<file path="config.mk">
export PLATFORM = sky130hd
export DESIGN_NAME = countdown_timer
export DESIGN_NICKNAME = d
export VERILOG_FILES = /design/src/rtl/countdown_pkg.sv /design/src/rtl/countdown_timer_tick_prescaler.sv /design/src/rtl/countdown_timer.sv
export SDC_FILE = /design/constraint.sdc
export NUM_CORES = 1
export LEC_CHECK = 0
export ABC_CLOCK_PERIOD_IN_PS = 4700
export BUFFER_PORTS_ARGS = -buffer_cell sky130_fd_sc_hd__buf_2
export CORE_MARGIN = 3
export CORE_UTILIZATION = 52
export DETAILED_ROUTE_END_ITERATION = 7
export PLACE_DENSITY = 0.84
export SYNTH_ARGS = -nofsm -noshare
export SYNTH_HDL_FRONTEND = slang
export SYNTH_SLANG_ARGS = --single-unit
</file>
<file path="constraint.sdc">
create_clock -name clk -period 4.7 [get_ports clk]
set_input_delay 0.47 -clock clk [delete_from_list [all_inputs] [get_ports clk]]
set_output_delay 0.47 -clock clk [all_outputs]
set_load 0.01 [all_outputs]
</file>
<file path="src/rtl/countdown_pkg.sv">
// countdown_pkg: shared state type, field widths and saturation helpers for the MM:SS countdown timer
package countdown_pkg;

  localparam int MIN_W = 8;
  localparam int SEC_W = 6;

  localparam logic [SEC_W-1:0] SEC_MAX = 6'd59;

  typedef enum logic [1:0] {
    IDLE  = 2'd0,
    RUN   = 2'd1,
    PAUSE = 2'd2,
    DONE  = 2'd3
  } state_t;

  function automatic logic [MIN_W-1:0] sat_min(
    input logic [MIN_W-1:0] v,
    input logic [MIN_W-1:0] max
  );
    return (v > max) ? max : v;
  endfunction

  function automatic logic [SEC_W-1:0] sat_sec(input logic [SEC_W-1:0] v);
    return (v > SEC_MAX) ? SEC_MAX : v;
  endfunction

endpackage

</file>
<file path="src/rtl/countdown_timer_tick_prescaler.sv">
// tick_prescaler: divides clk down to a one-cycle tick every TICKS_PER_SEC enabled cycles
module tick_prescaler #(
  parameter int TICKS_PER_SEC = 100
) (
  input  logic clk,
  input  logic rst_n,
  input  logic clr,
  input  logic en,
  output logic tick
);

  localparam int W = (TICKS_PER_SEC > 2) ? $clog2(TICKS_PER_SEC) : 1;
  localparam logic [W-1:0] TERM = W'(TICKS_PER_SEC - 1);

  logic [W-1:0] r_cnt;

  // terminal count only produces a tick while enabled, so a frozen counter holds it
  always_comb tick = en & (r_cnt == TERM);

  // counter: clear wins over enable, wraps to zero on the tick
  always_ff @(posedge clk or negedge rst_n)
    if (!rst_n)
      r_cnt <= '0;
    else if (clr)
      r_cnt <= '0;
    else if (en)
      r_cnt <= tick ? '0 : r_cnt + W'(1);

endmodule

</file>
<file path="src/rtl/countdown_timer.sv">
// countdown_timer: MM:SS countdown with load/start/pause/clear; optional COUNTDOWN_AUTO_RELOAD_EN restarts from the stored value
module countdown_timer
  import countdown_pkg::*;
#(
  parameter int TICKS_PER_SEC = 100,
  parameter int MIN_MAX       = 99
) (
  input  logic             clk,
  input  logic             rst_n,
  input  logic             clear,
  input  logic             load,
  input  logic [MIN_W-1:0] load_min,
  input  logic [SEC_W-1:0] load_sec,
  input  logic             start,
  input  logic             pause,
  output logic [MIN_W-1:0] minutes,
  output logic [SEC_W-1:0] seconds,
  output logic             running,
  output logic             expired,
  output logic             done_pulse
);

  localparam logic [MIN_W-1:0] L_MIN_MAX = MIN_W'(MIN_MAX);

  state_t           r_state;
  state_t           w_state_nxt;
  logic [MIN_W-1:0] r_min;
  logic [SEC_W-1:0] r_sec;
  logic             r_done_pulse;
  logic             r_reload_pend;

  logic [MIN_W-1:0] w_rl_min;
  logic [SEC_W-1:0] w_rl_sec;
  logic [MIN_W-1:0] w_ld_min;
  logic [SEC_W-1:0] w_ld_sec;
  logic [MIN_W-1:0] w_dec_min;
  logic [SEC_W-1:0] w_dec_sec;
  logic             w_ctrl;
  logic             w_nonzero;
  logic             w_arm;
  logic             w_valid_start;
  logic             w_do_pause;
  logic             w_psc_clr;
  logic             w_psc_en;
  logic             w_tick;
  logic             w_dec;
  logic             w_hit_zero;
  logic             w_auto;
  logic             w_reload_now;

  assign w_ld_min = sat_min(load_min, L_MIN_MAX);
  assign w_ld_sec = sat_sec(load_sec);

  assign w_ctrl        = clear | load;
  assign w_nonzero     = (r_min != '0) | (r_sec != '0);
  assign w_arm         = start & ((r_state == IDLE) | (r_state == DONE)) & w_nonzero;
  assign w_valid_start = w_arm | (start & (r_state == PAUSE));
  assign w_do_pause    = pause & (r_state == RUN);

  // a fresh start restarts the second; resume from PAUSE keeps the partial second
  assign w_psc_clr = w_ctrl | w_arm;
  assign w_psc_en  = (r_state == RUN) & ~pause;

  assign w_dec      = w_tick & ~w_ctrl & w_nonzero;
  assign w_hit_zero = w_dec & (r_min == '0) & (r_sec == SEC_W'(1));

  assign w_dec_sec = (r_sec != '0) ? r_sec - SEC_W'(1) : SEC_MAX;
  assign w_dec_min = (r_sec != '0) ? r_min : r_min - MIN_W'(1);

`ifdef COUNTDOWN_AUTO_RELOAD_EN
  logic [MIN_W-1:0] r_rl_min;
  logic [SEC_W-1:0] r_rl_sec;

  // reload value is only changed by load; clear leaves it intact
  always_ff @(posedge clk or negedge rst_n)
    if (!rst_n) begin
      r_rl_min <= '0;
      r_rl_sec <= '0;
    end else if (load) begin
      r_rl_min <= w_ld_min;
      r_rl_sec <= w_ld_sec;
    end

  assign w_rl_min = r_rl_min;
  assign w_rl_sec = r_rl_sec;
`else
  assign w_rl_min = '0;
  assign w_rl_sec = '0;
`endif

  assign w_auto       = (w_rl_min != '0) | (w_rl_sec != '0);
  assign w_reload_now = r_reload_pend & ~w_ctrl;

  tick_prescaler #(
    .TICKS_PER_SEC(TICKS_PER_SEC)
  ) u_prescaler (
    .clk  (clk),
    .rst_n(rst_n),
    .clr  (w_psc_clr),
    .en   (w_psc_en),
    .tick (w_tick)
  );

  // state register
  always_ff @(posedge clk or negedge rst_n)
    if (!rst_n)
      r_state <= IDLE;
    else
      r_state <= w_state_nxt;

  // next state: clear/load > start > pause > expiry; auto-reload keeps RUN at zero
  always_comb
    w_state_nxt = w_ctrl                    ? IDLE  :
                  w_valid_start             ? RUN   :
                  w_do_pause                ? PAUSE :
                  (w_hit_zero & ~w_auto)    ? DONE  : r_state;

  // outputs are decodes of the registered state plus the registered expiry pulse
  always_comb begin
    running    = (r_state == RUN);
    expired    = (r_state == DONE);
    done_pulse = r_done_pulse;
  end

  // MM:SS datapath: control actions override the reload and the tick decrement
  always_ff @(posedge clk or negedge rst_n)
    if (!rst_n) begin
      r_min <= '0;
      r_sec <= '0;
    end else if (clear) begin
      r_min <= '0;
      r_sec <= '0;
    end else if (load) begin
      r_min <= w_ld_min;
      r_sec <= w_ld_sec;
    end else if (w_reload_now) begin
      r_min <= w_rl_min;
      r_sec <= w_rl_sec;
    end else if (w_dec) begin
      r_min <= w_dec_min;
      r_sec <= w_dec_sec;
    end

  // expiry pulse lands with the 00:00 update; reload follows one cycle later
  always_ff @(posedge clk or negedge rst_n)
    if (!rst_n) begin
      r_done_pulse  <= 1'b0;
      r_reload_pend <= 1'b0;
    end else begin
      r_done_pulse  <= w_hit_zero;
      r_reload_pend <= w_hit_zero & w_auto;
    end

  assign minutes = r_min;
  assign seconds = r_sec;

endmodule

</file>
==> results.cfg, run 1 <==
[synth]
synthCells = 189
async_reset_ff_frac = 1.000
ys_types = 52
synth.yosys.seq_area_share = 0.3548
syn_area_mm2 = 0.001693
postSynthAreaPerCell_um2 = 8.957
synth_nets = 217
synth-edff-count = 0
synth_warnings = 0
synth_seq_cells = 24
ys.flop_type = dfrtp_1

[clock_network]
cts_buffers = 3
cts-root-buf = clkbuf_4
holdBufCountCts = 0
post_cts_resized = 0
cts_tree = done
clk_path_buf_depth = 2
clk_latency_ns = 0.33
path_clk_slew_ns = 0.14
cts.sinks = 24
htree_levels = 1
cts_setup_buffers = 0

[power]
power.leakage_nw = 0.8821
powerDensity_mw_per_mm2 = 247.0
ir_drop_mv = 0.2214

[worst_setup_path]
rr_endpoint = minutes[0]
cp-start-kind = register
worstSetupPathType = register to register
crit_path_end = minutes[0]
r2r_start = minutes[4]
cp-startpoint = minutes[4]
critPathCaptureType = register
worst-path-max-fanout = 7
cp.arrival_ns = 2.57
r2r_slack_ns = 2.41
worstPathRequired_ns = 4.98
worst-r2r-cell-count = 4

[final_layout]
syn_to_final_growth_pct = 14.93
drive_gt1_frac = 0.2411
nets = 253
most-common-layout-cells = buf_2 (36), dfrtp_1 (24), nor2_1 (16)
diodes = 0
final_util = 0.6321
mostFrequentLayoutCell = buf_2

[detailed_routing]
ant_nets = 0
viasPerCell = 6.179
detail_route.iter0.violations = 84
num_vias = 1656
drtPass1Iterations = 4
routedWlPerCell_um = 15.74
drc = 0
routed_wl_um = 4218

[run_status]
status = completed

[placed_design]
hpwl_um = 3166
io_buffers = 36
place_congestion = 0.8404

[sta]
tns_ns = 0
post-route-min-period_ns = 2.294
skew_ns = 0.001487
rsz0062_at_grt = false
final_hold_viol_count = 0
tightestPinTransition_ns = 0.7731
clock.fmax_mhz = 435.9
slew_viol_final = 0
slew_headroom = 0.4806
timing.final.crit_share = 0.4881
final-setup-viol-count = 0

[die]
die_area_mm2 = 0.003976
pin_count = 37
die_x_um = 63.06
initial_core_util = 0.5500
rows = 20
core_area_mm2 = 0.003078
die_h_um = 63.06

[global_route]
grt_pass1_vias = 1551
grt_usage = 0.2178
grt.overflow.total = 0
grt_max_degree = 25
grt_pass1_wl_um = 7072
antenna_found_initial = 0

[hold_path]
hold_path_class = input pin to async pin

[flow_run]
drv_cap = 0
## critical path: stages (launching register included)
cell       delay [ns]
dfrtp_1          0.46
nor3_1           0.67
a211oi_1         0.35
a2111oi_0        0.59
a221o_1          0.18
## flip-flops by register name (all words and copies together) (netlist names)
signal,cells
done_pulse,1
minutes,8
r_state,2
seconds,6
u_prescaler.r_cnt,7
## stage by stage
stage / hold slack, ns / cells / power [W] / setup slack [ns] / area, um^2
after CTS: 0.1196 / 268 / 0.0004800 / 2.431 / 1946
after detailed placement: 0.4859 / 264 / 0.0003683 / 2.462 / 1909
after global placement: 0.4789 / 264 / 0.0003658 / 2.467 / 1909
after floorplan: 0.1744 / 189 / 0.0003201 / 2.554 / 1693
final: 0.1070 / 268 / 0.0004806 / 2.406 / 1946
after global routing: 0.1339 / 268 / 0.0005087 / 2.254 / 1946
## how the worst min path moves through the flow
stage,startpoint,cells after the start,to
after floorplan,rst_n,0,done_pulse
after global placement,rst_n,1,u_prescaler.r_cnt[0]
after detailed placement,rst_n,1,minutes[3]
after CTS,rst_n,1,minutes[0]
after global routing,rst_n,1,minutes[0]
final,rst_n,1,u_prescaler.r_cnt[6]
## layer usage
metal,up-vias,track usage,routed length [um]
met2,44,0.3636,2061
met1,799,0.2815,1913
met3,8,0.04991,183
met4,0,0.06061,59
met5,-,0,0
li1,805,-,-
## cell usage after synthesis (all sizes together), types with 5 or more instances
library cell | number | share of area
dfrtp | 24 | 0.35
nor2 | 16 | 0.035
inv | 12 | 0.027
nand2 | 12 | 0.027
nor3 | 9 | 0.027
a211oi | 8 | 0.035
a21oi | 8 | 0.024
ha | 8 | 0.059
nand3 | 8 | 0.024
a311oi | 5 | 0.026
clkbuf | 5 | 0.011
nand4 | 5 | 0.018
or3 | 5 | 0.023
## logic make-up after synthesis
group | count (synthesis) | share of synthesized area
flip-flops | 24 | 0.3548
XOR/XNOR | 2 | 0.01035
AND/OR/NAND/NOR | 84 | 0.2860
buffers and inverters | 17 | 0.03769
multiplexers | 3 | 0.01848
AO/OA/AOI/OAI | 51 | 0.2336
adder cells (fa/ha/maj) | 8 | 0.05913
## report_power, final
part / leakage, nW / total, W / internal, W / switching, W
Combinational: 0.540 / 0.000132 / 0.0000541 / 0.0000778
Sequential: 0.322 / 0.000234 / 0.000218 / 0.0000165
Clock: 0.0210 / 0.000115 / 0.0000475 / 0.0000671
## area by class of cell
type	instances	area, um^2
Multi-Input combinational cell	148	1028
Clock buffer	4	36.28
Timing Repair Buffer	36	180.2
Inverter	12	45.04
Fill cell	284	1132
Tap cell	44	55.05
Sequential cell	24	600.6
No activity file was read; power rests on OpenSTA's default activity.
==> inputs of run 2 (changes only) <==
--- a/config.mk
+++ b/config.mk
@@ -5,12 +5,12 @@
 export SDC_FILE = /design/constraint.sdc
 export NUM_CORES = 1
 export LEC_CHECK = 0
-export ABC_CLOCK_PERIOD_IN_PS = 4700
+export ABC_CLOCK_PERIOD_IN_PS = 2000
 export BUFFER_PORTS_ARGS = -buffer_cell sky130_fd_sc_hd__buf_2
 export CORE_MARGIN = 3
-export CORE_UTILIZATION = 52
+export CORE_UTILIZATION = 49
 export DETAILED_ROUTE_END_ITERATION = 7
-export PLACE_DENSITY = 0.84
+export PLACE_DENSITY = 0.83
 export SYNTH_ARGS = -nofsm -noshare
 export SYNTH_HDL_FRONTEND = slang
 export SYNTH_SLANG_ARGS = --single-unit
==> constraint.sdc (replaced) <==
create_clock -name clk -period 2 [get_ports clk]
set_input_delay 0.2 -clock clk [delete_from_list [all_inputs] [get_ports clk]]
set_output_delay 0.2 -clock clk [all_outputs]
set_load 0.01 [all_outputs]
==> results.cfg, run 2 (synthesis results as in run 1) <==
[detailed_routing]
drc = 0
top_layer = met4
route.met3.wl_um = 333
num_vias = 1876
viasPerCell = 6.171
drtPass1Iterations = 4
routedWlPerCell_um = 17.46
detail_route.iter0.violations = 140
ant_nets = 0
met1_length_um = 2226
wl_met2_um = 2647
routed_wl_um = 5307

[clock_network]
cts.sinks = 24
clk_latency_ns = 0.32
cts-root-buf = clkbuf_4
path_clk_slew_ns = 0.14
cts_tree = done
htree_levels = 1
cts_buffers = 3
clk_path_buf_depth = 2

[run_status]
status = completed

[global_route]
grt_max_degree = 25
grt_usage = 0.2426
antenna_found_initial = 0
grt_pass1_wl_um = 8093
grt_pass1_vias = 1736
grt.overflow.total = 0

[placed_design]
dpl_cell_area_mm2 = 0.002111
place_congestion = 0.8475
hpwl_um = 3607
place_inst = 288
io_buffers = 36

[sta]
timing.final.crit_share = 0.9957
tightestPinTransition_ns = 0.5635
post-route-min-period_ns = 1.991
slew_viol_final = 0
final-setup-viol-count = 0
clock.fmax_mhz = 502.1
final_hold_viol_count = 0
skew_ns = 0.004806
slew_headroom = 0.6243
rsz0062_at_grt = true
tns_ns = 0

[worst_setup_path]
worst-path-max-fanout = 3
worstPathRequired_ns = 2.24
worstSetupPathType = register to register
path_cells = inv_2 > buf_6 > ha_4 > nor3b_2 > buf_4 > nand2_4 > or4_4 > a311oi_2
critPathCaptureType = register
cp-start-kind = register
crit_slowest_cell = or4_4
max_stage_delay_ns = 0.51
path_delay_family = simple AND/OR/NAND/NOR gates
cp.arrival_ns = 2.23
cp_num_buf_inv = 3

[die]
die_x_um = 64.78
die_area_mm2 = 0.004196
rows = 20
die_h_um = 64.78
pin_count = 37
initial_core_util = 0.5327
core_area_mm2 = 0.003178

[final_layout]
final_cells = 304
final_util = 0.7437
largest_reg_flops = 8
design_area_mm2 = 0.002364
nets = 289
mostFrequentLayoutCell = buf_2
most-common-layout-cells = buf_2 (36), buf_4 (34), dfrtp_1 (23)
syn_to_final_growth_pct = 39.62
drive_gt1_frac = 0.4154
diodes = 0

[power]
power.leakage_nw = 1.088
ir_drop_mv = 0.7629
powerDensity_mw_per_mm2 = 582.4

[flow_run]
drv_cap = 0

[hold_path]
hold_path_class = input pin to register
[run 2: cell count changes in the layout (fill, tap and decap cells not counted), sizes merged]
cell	previous run	this run
buf	36	71
dlygate4sd3	0	1
clkbuf	4	3
bufinv	0	1
[run 2: through the flow]
step                total power (W)  worst slack, ns  hold slack, ns
floorplan                 0.0007558          0.01047        -0.09559
global placement          0.0009225          0.08418          0.2167
detailed placement        0.0009332        -0.003099          0.2259
CTS                        0.001317         0.002314         0.08256
global route               0.001440         -0.05300         0.08174
finish                     0.001377         0.008517          0.1016
[run 2: final timing paths]
check	start	to	slack, ns	cells past startpoint
setup / recovery	minutes[0]	minutes[6]	0.009	8
hold / removal	start	r_state[1]	0.10	2
setup reg to reg	minutes[0]	minutes[6]	0.009	8
hold reg to reg	u_prescaler.r_cnt[6]	u_prescaler.r_cnt[6]	0.50	1
max in group asynchronous	rst_n	u_prescaler.r_cnt[0]	1.23	2
min in group asynchronous	rst_n	u_prescaler.r_cnt[4]	0.37	2
[run 2: area by class of cell]
cell class                      instances  area (um^2)
Timing Repair Buffer                   72        456.7
Tap cell                               44        55.05
Clock buffer                            3        22.52
Sequential cell                        24        601.8
Inverter                               12        45.04
Clock inverter                          1        30.03
Fill cell                             246        814.5
Multi-Input combinational cell        148         1152
[run 2: what timing repair did]
action	in CTS	in global routing
pin swaps	1	10
hold buffers	1	0
setup buffers	3	8
gates resized for setup	2	22
hold endpoints to repair	24	0
setup endpoints to repair	5	11
[run 2: report_power, final]
part,internal (W),switching [W]
combinational,0.000225,0.000256
clock,0.000203,0.000160
sequential,0.000512,0.0000218
total,0.000939,0.000437
[run 2: metal layers]
metal,vias to the layer above,global-route usage
li1,882,-
met1,890,0.2996
met2,92,0.4253
met3,12,0.05026
met4,0,0.06596
met5,-,0
==> inputs of run 3 (changes only) <==
--- a/config.mk
+++ b/config.mk
@@ -10,6 +10,7 @@
 export CORE_MARGIN = 3
 export CORE_UTILIZATION = 49
 export DETAILED_ROUTE_END_ITERATION = 7
+export GPL_TIMING_DRIVEN = 0
 export PLACE_DENSITY = 0.83
 export SYNTH_ARGS = -nofsm -noshare
 export SYNTH_HDL_FRONTEND = slang
==> constraint.sdc (replaced) <==
create_clock -name clk -period 2 [get_ports clk]
set_input_delay 0.2 -clock clk [delete_from_list [all_inputs] [get_ports clk]]
set_output_delay 0.2 -clock clk [all_outputs]
set_load 0.005 [all_outputs]
==> results.cfg, run 3 (synthesis results as in run 1) <==
[worst_setup_path]
cp.arrival_ns = 2.26
cp_num_buf_inv = 1
path_cells = inv_2 > ha_4 > nor4b_4 > nand4_1 > or4_4 > a221oi_2
critPathCaptureType = register
cp.depth = 6
worst-r2r-cell-count = 6
path_delay_family = simple AND/OR/NAND/NOR gates
max_stage_delay_ns = 0.48
worstPathRequired_ns = 2.25
cp-startpoint = minutes[0]
worstSetupPathType = register to register
r2r_slack_ns = -0.002
crit_slowest_cell = or4_4
worst-path-max-fanout = 5
cp-start-kind = register
crit_path_end = r_state[1]
rr_endpoint = r_state[1]
r2r_start = minutes[0]

[placed_design]
io_buffers = 36
place_congestion = 0.8460
place_inst = 269
hpwl_um = 3308
dp_worst_setup_slack_ns = -0.2307

[clock_network]
clk_latency_ns = 0.33
clk_path_buf_depth = 2
cts_tree = done
cts-root-buf = clkbuf_4
cts_buffers = 3
path_clk_slew_ns = 0.14
htree_levels = 1
cts.sinks = 24

[sta]
post-route-min-period_ns = 2.002
final_hold_viol_count = 0
fin_ws_ns = -0.002244
timing.final.crit_share = 1.001
slew_headroom = 0.6269
slew_viol_final = 0
rsz0062_at_grt = true
final-setup-viol-count = 1
clock.fmax_mhz = 499.4
tightestPinTransition_ns = 0.5597
skew_ns = 0.006641

[hold_path]
hold_path_class = input pin to register

[final_layout]
mostFrequentLayoutCell = buf_2
most-common-layout-cells = buf_2 (36), dfrtp_1 (21), buf_4 (20)
multi_input_area_mm2 = 0.001175
drive_gt1_frac = 0.3920
nets = 279
final_cells = 294
regArea_um2 = 604.3
final_util = 0.7181
fill_cells = 229
syn_to_final_growth_pct = 34.81
diodes = 0
largest_reg_flops = 8

[die]
pin_count = 37
die_h_um = 64.78
rows = 20
core_area_mm2 = 0.003178
die_area_mm2 = 0.004196
initial_core_util = 0.5327
die_x_um = 64.78

[detailed_routing]
routedWlPerCell_um = 17.10
detail_route.iter0.violations = 193
routed_wl_um = 5027
drc = 0
viasPerCell = 6.418
ant_nets = 0
drtPass1Iterations = 5
num_vias = 1887

[global_route]
grt_usage = 0.2419
grt_max_degree = 25
grt_pass1_vias = 1764
antenna_found_initial = 0
grt_pass1_wl_um = 8066
grt.overflow.total = 0

[flow_run]
drv_cap = 0

[run_status]
violations = setup timing
status = finished, violations left

[power]
powerDensity_mw_per_mm2 = 538.8
power.leakage_nw = 1.029
ir_drop_mv = 0.3149
==> run 3: worst min path at each step <==
stage	startpoint	endpoint	depth (start not counted)
after floorplan	rst_n	done_pulse	0
after global placement	rst_n	minutes[3]	1
after detailed placement	rst_n	minutes[3]	1
after CTS	start	r_state[1]	2
after global routing	start	r_state[1]	2
final	start	r_state[1]	2
==> run 3: power breakdown <==
group          switching [W]  internal (W)  leakage (nW)
sequential         0.0000369      0.000512         0.317
clock               0.000159      0.000112        0.0210
combinational       0.000220      0.000190         0.691
total               0.000416      0.000814          1.03
==> run 3: per-layer routing <==
layer,track usage,part of all wire
met5,0,0
met4,0.09763,0.023
met3,0.03120,0.072
met2,0.3997,0.48
met1,0.3184,0.43
==> run 3: timing repair <==
item,CTS,global route
gates resized for setup,14,16
cloned,0,0
hold buffers,1,0
setup endpoints to repair,15,11
hold endpoints to repair,24,0
buffers inserted,16,5
pin swaps,6,10
==> run 3: area by class of cell <==
class,count,share of cell area
Buffer,4,0.006579
Clock buffer,4,0.01590
Inverter,12,0.01974
Multi-Input combinational cell,148,0.5148
Sequential cell,24,0.2648
Tap cell,44,0.02412
Timing Repair Buffer,58,0.1541
==> run 3: metrics by stage <==
stage	power, W	hold slack [ns]	area, um^2	setup TNS, ns
6_report	0.001230	0.09369	2282	-0.002244
5_1_grt	0.001281	0.1090	2282	-0.1452
4_1_cts	0.001180	0.09644	2188	0
3_5_place_dp	0.0008600	0.2235	1949	-1.277
3_3_place_gp	0.0008527	0.2178	1949	-1.786
2_1_floorplan	0.0007457	-0.09559	1714	0
